**src/rtl/alu_control_sekuencial.sv**
```systemverilog
// alu_control_sekuencial
//
// Registered ALU control decoder for the execute stage. Turns the ALUOp/Funct
// pair coming from decode into an ALU operation code. Multi-cycle operations
// (mul, and ror when ROR_CYCLES > 1) keep their code on Operacioni for N
// cycles and raise Stall so that upstream holds the next instruction.
//
// Parameters
//   FUNCT_W     Funct field width (>= 4); any set bit above bit 3 is illegal
//   OP_W        operation code width (>= 4); codes zero-extended, NOP = all ones
//   MUL_CYCLES  cycles the mul code is held (>= 1)
//   ROR_CYCLES  cycles the ror code is held (>= 1)
//
// Ports
//   Clock       in   rising-edge clock
//   Reset       in   synchronous, active-high reset
//   In_Valid    in   ALUOp/Funct carry a new instruction this cycle
//   ALUOp       in   2-bit class: 00 add, 01 sub, 10 R-type, 11 illegal
//   Funct       in   R-type function field
//   Operacioni  out  registered ALU operation code
//   Out_Valid   out  Operacioni is a live operation this cycle
//   Done        out  last cycle of the current operation
//   Stall       out  registered; upstream must hold its instruction
//   Illegal     out  registered one-cycle pulse for an undecodable instruction

module alu_control_sekuencial #(
    parameter int FUNCT_W    = 4,
    parameter int OP_W       = 4,
    parameter int MUL_CYCLES = 4,
    parameter int ROR_CYCLES = 1
) (
    input  logic               Clock,
    input  logic               Reset,
    input  logic               In_Valid,
    input  logic [1:0]         ALUOp,
    input  logic [FUNCT_W-1:0] Funct,
    output logic [OP_W-1:0]    Operacioni,
    output logic               Out_Valid,
    output logic               Done,
    output logic               Stall,
    output logic               Illegal
);

    localparam int MAX_CYCLES = (MUL_CYCLES > ROR_CYCLES) ? MUL_CYCLES : ROR_CYCLES;
    localparam int CNT_W      = $clog2(MAX_CYCLES) + 1;

    localparam logic [OP_W-1:0]    NOP     = '1;
    // Bits of Funct above bit 3; empty when FUNCT_W == 4.
    localparam logic [FUNCT_W-1:0] HI_MASK = ~(FUNCT_W'(4'hF));

    typedef enum logic {
        IDLE = 1'b0,
        HOLD = 1'b1
    } state_t;

    state_t           state;
    logic [CNT_W-1:0] cnt;

    logic             dec_legal;
    logic [OP_W-1:0]  dec_code;
    logic [CNT_W-1:0] dec_n;
    logic             funct_hi;

    assign funct_hi = |(Funct & HI_MASK);

    always_comb begin
        dec_legal = 1'b1;
        dec_code  = NOP;
        dec_n     = CNT_W'(1);
        case (ALUOp)
            2'b00: dec_code = OP_W'(4'b0100);
            2'b01: dec_code = OP_W'(4'b1100);
            2'b10: begin
                if (funct_hi) begin
                    dec_legal = 1'b0;
                end else begin
                    case (Funct[3:0])
                        4'b0000: dec_code = OP_W'(4'b0000);
                        4'b0001: dec_code = OP_W'(4'b0010);
                        4'b0010: dec_code = OP_W'(4'b0011);
                        4'b0011: begin
                            dec_code = OP_W'(4'b0110);
                            dec_n    = CNT_W'(ROR_CYCLES);
                        end
                        4'b0100: begin
                            dec_code = OP_W'(4'b0111);
                            dec_n    = CNT_W'(MUL_CYCLES);
                        end
                        4'b0101: dec_code = OP_W'(4'b0101);
                        default: dec_legal = 1'b0;
                    endcase
                end
            end
            default: dec_legal = 1'b0;
        endcase
    end

    always_ff @(posedge Clock) begin
        if (Reset) begin
            state      <= IDLE;
            cnt        <= '0;
            Operacioni <= NOP;
            Out_Valid  <= 1'b0;
            Stall      <= 1'b0;
            Illegal    <= 1'b0;
        end else begin
            Illegal <= 1'b0;
            case (state)
                IDLE: begin
                    if (In_Valid) begin
                        if (dec_legal) begin
                            Operacioni <= dec_code;
                            Out_Valid  <= 1'b1;
                            // Ops held for a single cycle never enter HOLD.
                            if (dec_n > CNT_W'(1)) begin
                                state <= HOLD;
                                cnt   <= dec_n - CNT_W'(1);
                                Stall <= 1'b1;
                            end
                        end else begin
                            Operacioni <= NOP;
                            Out_Valid  <= 1'b0;
                            Illegal    <= 1'b1;
                        end
                    end else begin
                        Out_Valid <= 1'b0;
                    end
                end
                HOLD: begin
                    // Inputs are ignored; the held code and Out_Valid stay put.
                    cnt <= cnt - CNT_W'(1);
                    if (cnt == CNT_W'(1)) begin
                        state <= IDLE;
                        Stall <= 1'b0;
                    end
                end
                default: state <= IDLE;
            endcase
        end
    end

    // The final cycle of an op is the first one back in IDLE, so an
    // instruction waiting on the inputs is taken at that edge.
    assign Done = Out_Valid & (state == IDLE);

endmodule

```
**config.mk**
```make
export PLATFORM = sky130hd
export DESIGN_NAME = alu_control_sekuencial
export DESIGN_NICKNAME = d
export VERILOG_FILES = /design/src/rtl/alu_control_sekuencial.sv
export SDC_FILE = /design/constraint.sdc
export NUM_CORES = 1
export LEC_CHECK = 0
export BUFFER_PORTS_ARGS = -buffer_cell sky130_fd_sc_hd__clkbuf_2
export CAP_MARGIN = 10
export CORE_AREA = 2 2 39 41
export DETAILED_ROUTE_END_ITERATION = 10
export DIE_AREA = 0 0 41 43
export PLACE_DENSITY = 0.66
export SETUP_SLACK_MARGIN = 0.15
export SYNTH_ARGS = -nofsm -noshare
export SYNTH_HDL_FRONTEND = slang
export SYNTH_SLANG_ARGS = --single-unit
```
**constraint.sdc**
```tcl
create_clock -name Clock -period 1.1 [get_ports Clock]
set_input_delay 0.22 -clock Clock [delete_from_list [all_inputs] [get_ports Clock]]
set_output_delay 0.22 -clock Clock [all_outputs]
set_load 0.01 [all_outputs]
```
==> metrics.md <==
| Metric | Value |
|---|---|
| CTS tree | built |
| Crit path required time | 0.88 ns |
| Ordered cell list for the critical path | nor2b_4 > buf_6 |
| Mapped Nets | 67 |
| Post-Synthesis Cells | 56 |
| Switching share of power | 0.253 |
| Synth Register Bits | 11 |
| Die area | 1760 um^2 |
| Die Ht | 43 um |
| RSZ-0062 raised after global routing | yes |
| Clk sinks | 11 |
| Clock power share | 0.317 |
| Tcrit/Tclk final | 0.958 |
| Run status | completed |
| Min Hold Slack | ~0.26 ns |
| Core Footprint | 1380 um^2 |
| Normalized max-slew margin | 0.752 |
| Register area | about 230 um^2 |
| Placement Cell Area | 647 um^2 |
| Final HPWL DP | 776 um |
| Routability cong. | 0.752 |
| Reg clk slew, reported paths | 0.07 ns |
| Vias per inst | 5.34 |
| Kind of critical path | register to output port |
| Worst vdd ir | 0.709 mV |
| Post-synth cell types | 26 |
| Pint | 0.000634 W |
| Worst-path maximum fanout | 3 |
| Post-route minimum period | between 1 and 1.5 ns |
| CP top delay family | flip-flops |
| CTS Hold Buffers Added | 0 |
| Top post-synthesis cells by count | dfxtp_1 (11), inv_1 (4), nor3_1 (4), o21ai_0 (4) |
| Count leader, synth | dfxtp_1 |
| Logic gate share of total power | 0.183 |
| Root buffer cell | clkbuf_4 |
| # nets final | between 90 and 100 |
| Synth top area share | 0.428 |
| DRC marker count from the first detailed-route iteration | 11 |
| Buffers and inverters on the worst path | 1 |
| Lkg Pwr | ~0.35 nW |
| Max Buffers Root-to-Sink | 2 |
| Startpoint types | register |
| Total wire length | 1240 um |
| Routed WL per cell | ~12 um |
| EDFF count, synth | 0 |
| HP Class | input pin to register |
| GR Overflow Total | 0 |
| Count of pins over their slew limit | 0 |
| Port buffer count | 16 |
| Initial Utilization | 0.372 |
| Area of the multi-input gates | 365 um^2 |
| NetSw | ~0.00021 W |
| Final WS setup | roughly 0.046 ns |
| H-tree depth | 1 |
| Async set or reset register ratio after synthesis | 0 |
| Pin count of the biggest net entering global routing | 11 |
| Ant diodes | 0 |
| Seq/Total Area, Yosys | 0.428 |
| Final Setup Violations | 0 |
| Via count | 545 |
| Synth Cell Area | slightly above 500 um^2 |
| TritonRoute pass-1 iters | 4 |
| Horiz. Die Dim | 41 um |
| Arrival time of the worst setup path | 0.83 ns |
| Final ANT Viol Nets | 0 |
| Power per Cell Area | about 960 nW/um^2 |
| Finished Cell Area | 885 um^2 |
| Drc violations | 0 |
| Worst Setup End Kind | output port |
| Max incr delay on CP | about 0.34 ns |
| Final hold vios | 0 |
| Synthesized area per cell | 9.18 um^2 |
| Largest cells by area after synthesis | dfxtp_1 (43%), ha_1 (4.9%), a32o_1 (3.9%) |
| Total GRT Usage | 0.165 |
| Layout cells sized above 1 | 0.663 |
| Largest area contributor in the netlist | dfxtp_1 |
| Number of antenna violations at the first check in global routing | 0 |
| Fmax | approximately 950 MHz |
| Pre-CTS setup slack | -0.0274 ns |
| Fillers | 117 |
| YS warnings | 0 |
| Row count | 14 |
| Tot Pwr | 0.000849 W |
| Synth Flop Type | dfxtp_1 |
| CTS Buf Count | 3 |
| Pin slew with the least headroom to its limit | 0.366 ns |
| Worst skew pair latency | 0.26 ns |
| Clk_skew | 0.00298 ns |
| Vias in the first global route | 488 |
| Seq pwr share | 0.500 |
| First-pass GRT wire length | 1940 um |
| Max Cap Viol | 0 |
| Area Overhead vs Synth | 72.0% |
| Top Ports | 17 |
| Crit-path slowest cell | dfxtp_2 |
## worst register-to-register path: stages, from the launching register on
cell      delay, ns
dfxtp_4        0.38
buf_12         0.13
nand2b_4       0.16
a31oi_1        0.05
a211o_1        0.22
## per-stage QoR
| step | cells | utilization | setup TNS [ns] |
|---|---|---|---|
| after floorplan | 56 | - | 0 |
| after global placement | 89 | 0.467 | -0.0163 |
| after detailed placement | 89 | 0.467 | -0.0519 |
| after CTS | 100 | 0.586 | -0.00151 |
| after global routing | 102 | 0.639 | -0.00699 |
| final | 102 | 0.639 | 0 |
## kinds of logic after synthesis
logic type      count (synthesis)  share of synthesized area
compound gates                 18                      0.251
simple gates                   17                      0.178
flops                          11                      0.428
buf+inv                         6                     0.0608
xor+xnor                        2                     0.0341
fa+ha+maj                       2                     0.0487
## final cells by class
| class | instances | share of cell area |
|---|---|---|
| Multi-Input combinational cell | 40 | 0.413 |
| Sequential cell | 11 | 0.264 |
| Timing Repair Buffer | 27 | 0.242 |
| Clock buffer | 4 | 0.0297 |
| Inverter | 4 | 0.0283 |
| Tap cell | 16 | 0.0226 |
## cells in the final DEF, fill, tap and decap left out, types with 2 or more instances in the layout
cell type	Yosys	layout
clkbuf_2	0	9
dfxtp_2	0	8
buf_4	0	8
buf_6	1	7
nor3_1	4	3
clkbuf_4	0	3
dfxtp_1	11	2
nor2b_1	3	2
nor2_1	3	2
nand2b_4	0	2
xor2_1	2	2
a32o_1	2	2
nand2_1	2	2
o21ai_0	4	2
a31oi_1	2	2
o41ai_1	2	2
a21oi_2	0	2
ha_4	0	2
buf_2	1	2
## power groups by stage
stage | sequential, W | clock [W] | combinational (W)
after floorplan | 0.000434 | 0 | 0.0000548
after CTS | 0.000422 | 0.000281 | 0.000133
after detailed placement | 0.000429 | 0 | 0.000113
after global placement | 0.000428 | 0 | 0.000113
after global routing | 0.000426 | 0.000302 | 0.000171
final | 0.000425 | 0.000270 | 0.000155
## timing repair
item,4_1_cts,5_1_grt
endpoints found under the setup margin,11,17
gates resized for setup,21,21
cloned,1,0
setup buffers,6,2
endpoints found under the hold margin,0,0
pin swaps,12,6
## worst paths after layout
check / endpoint / slack (ns) / cells past startpoint / from
worst max-delay path: Done / 0.05 / 2 / Out_Valid$_SDFFE_PP0N_
worst min-delay path: Operacioni[1]$_SDFFE_PP1P_ / 0.26 / 3 / ALUOp[1]
worst max register to register: Operacioni[2]$_SDFFE_PP1P_ / 0.06 / 4 / state$_SDFF_PP0_
worst min register to register: Operacioni[2]$_SDFFE_PP1P_ / 0.47 / 1 / Operacioni[2]$_SDFFE_PP1P_
## metal layers
layer  share of wire  global-route usage
met5               0                   0
met1            0.42               0.199
met4          0.0040               0.100
met3           0.070              0.0314
met2            0.50               0.256
## state kept, by name (all words and copies together) (netlist names)
| name | count |
|---|---|
| Stall | 1 |
| Operacioni | 4 |
| Illegal | 1 |
| state | 1 |
| cnt | 3 |
| Out_Valid | 1 |
No activity file was read; power rests on OpenSTA's default activity.
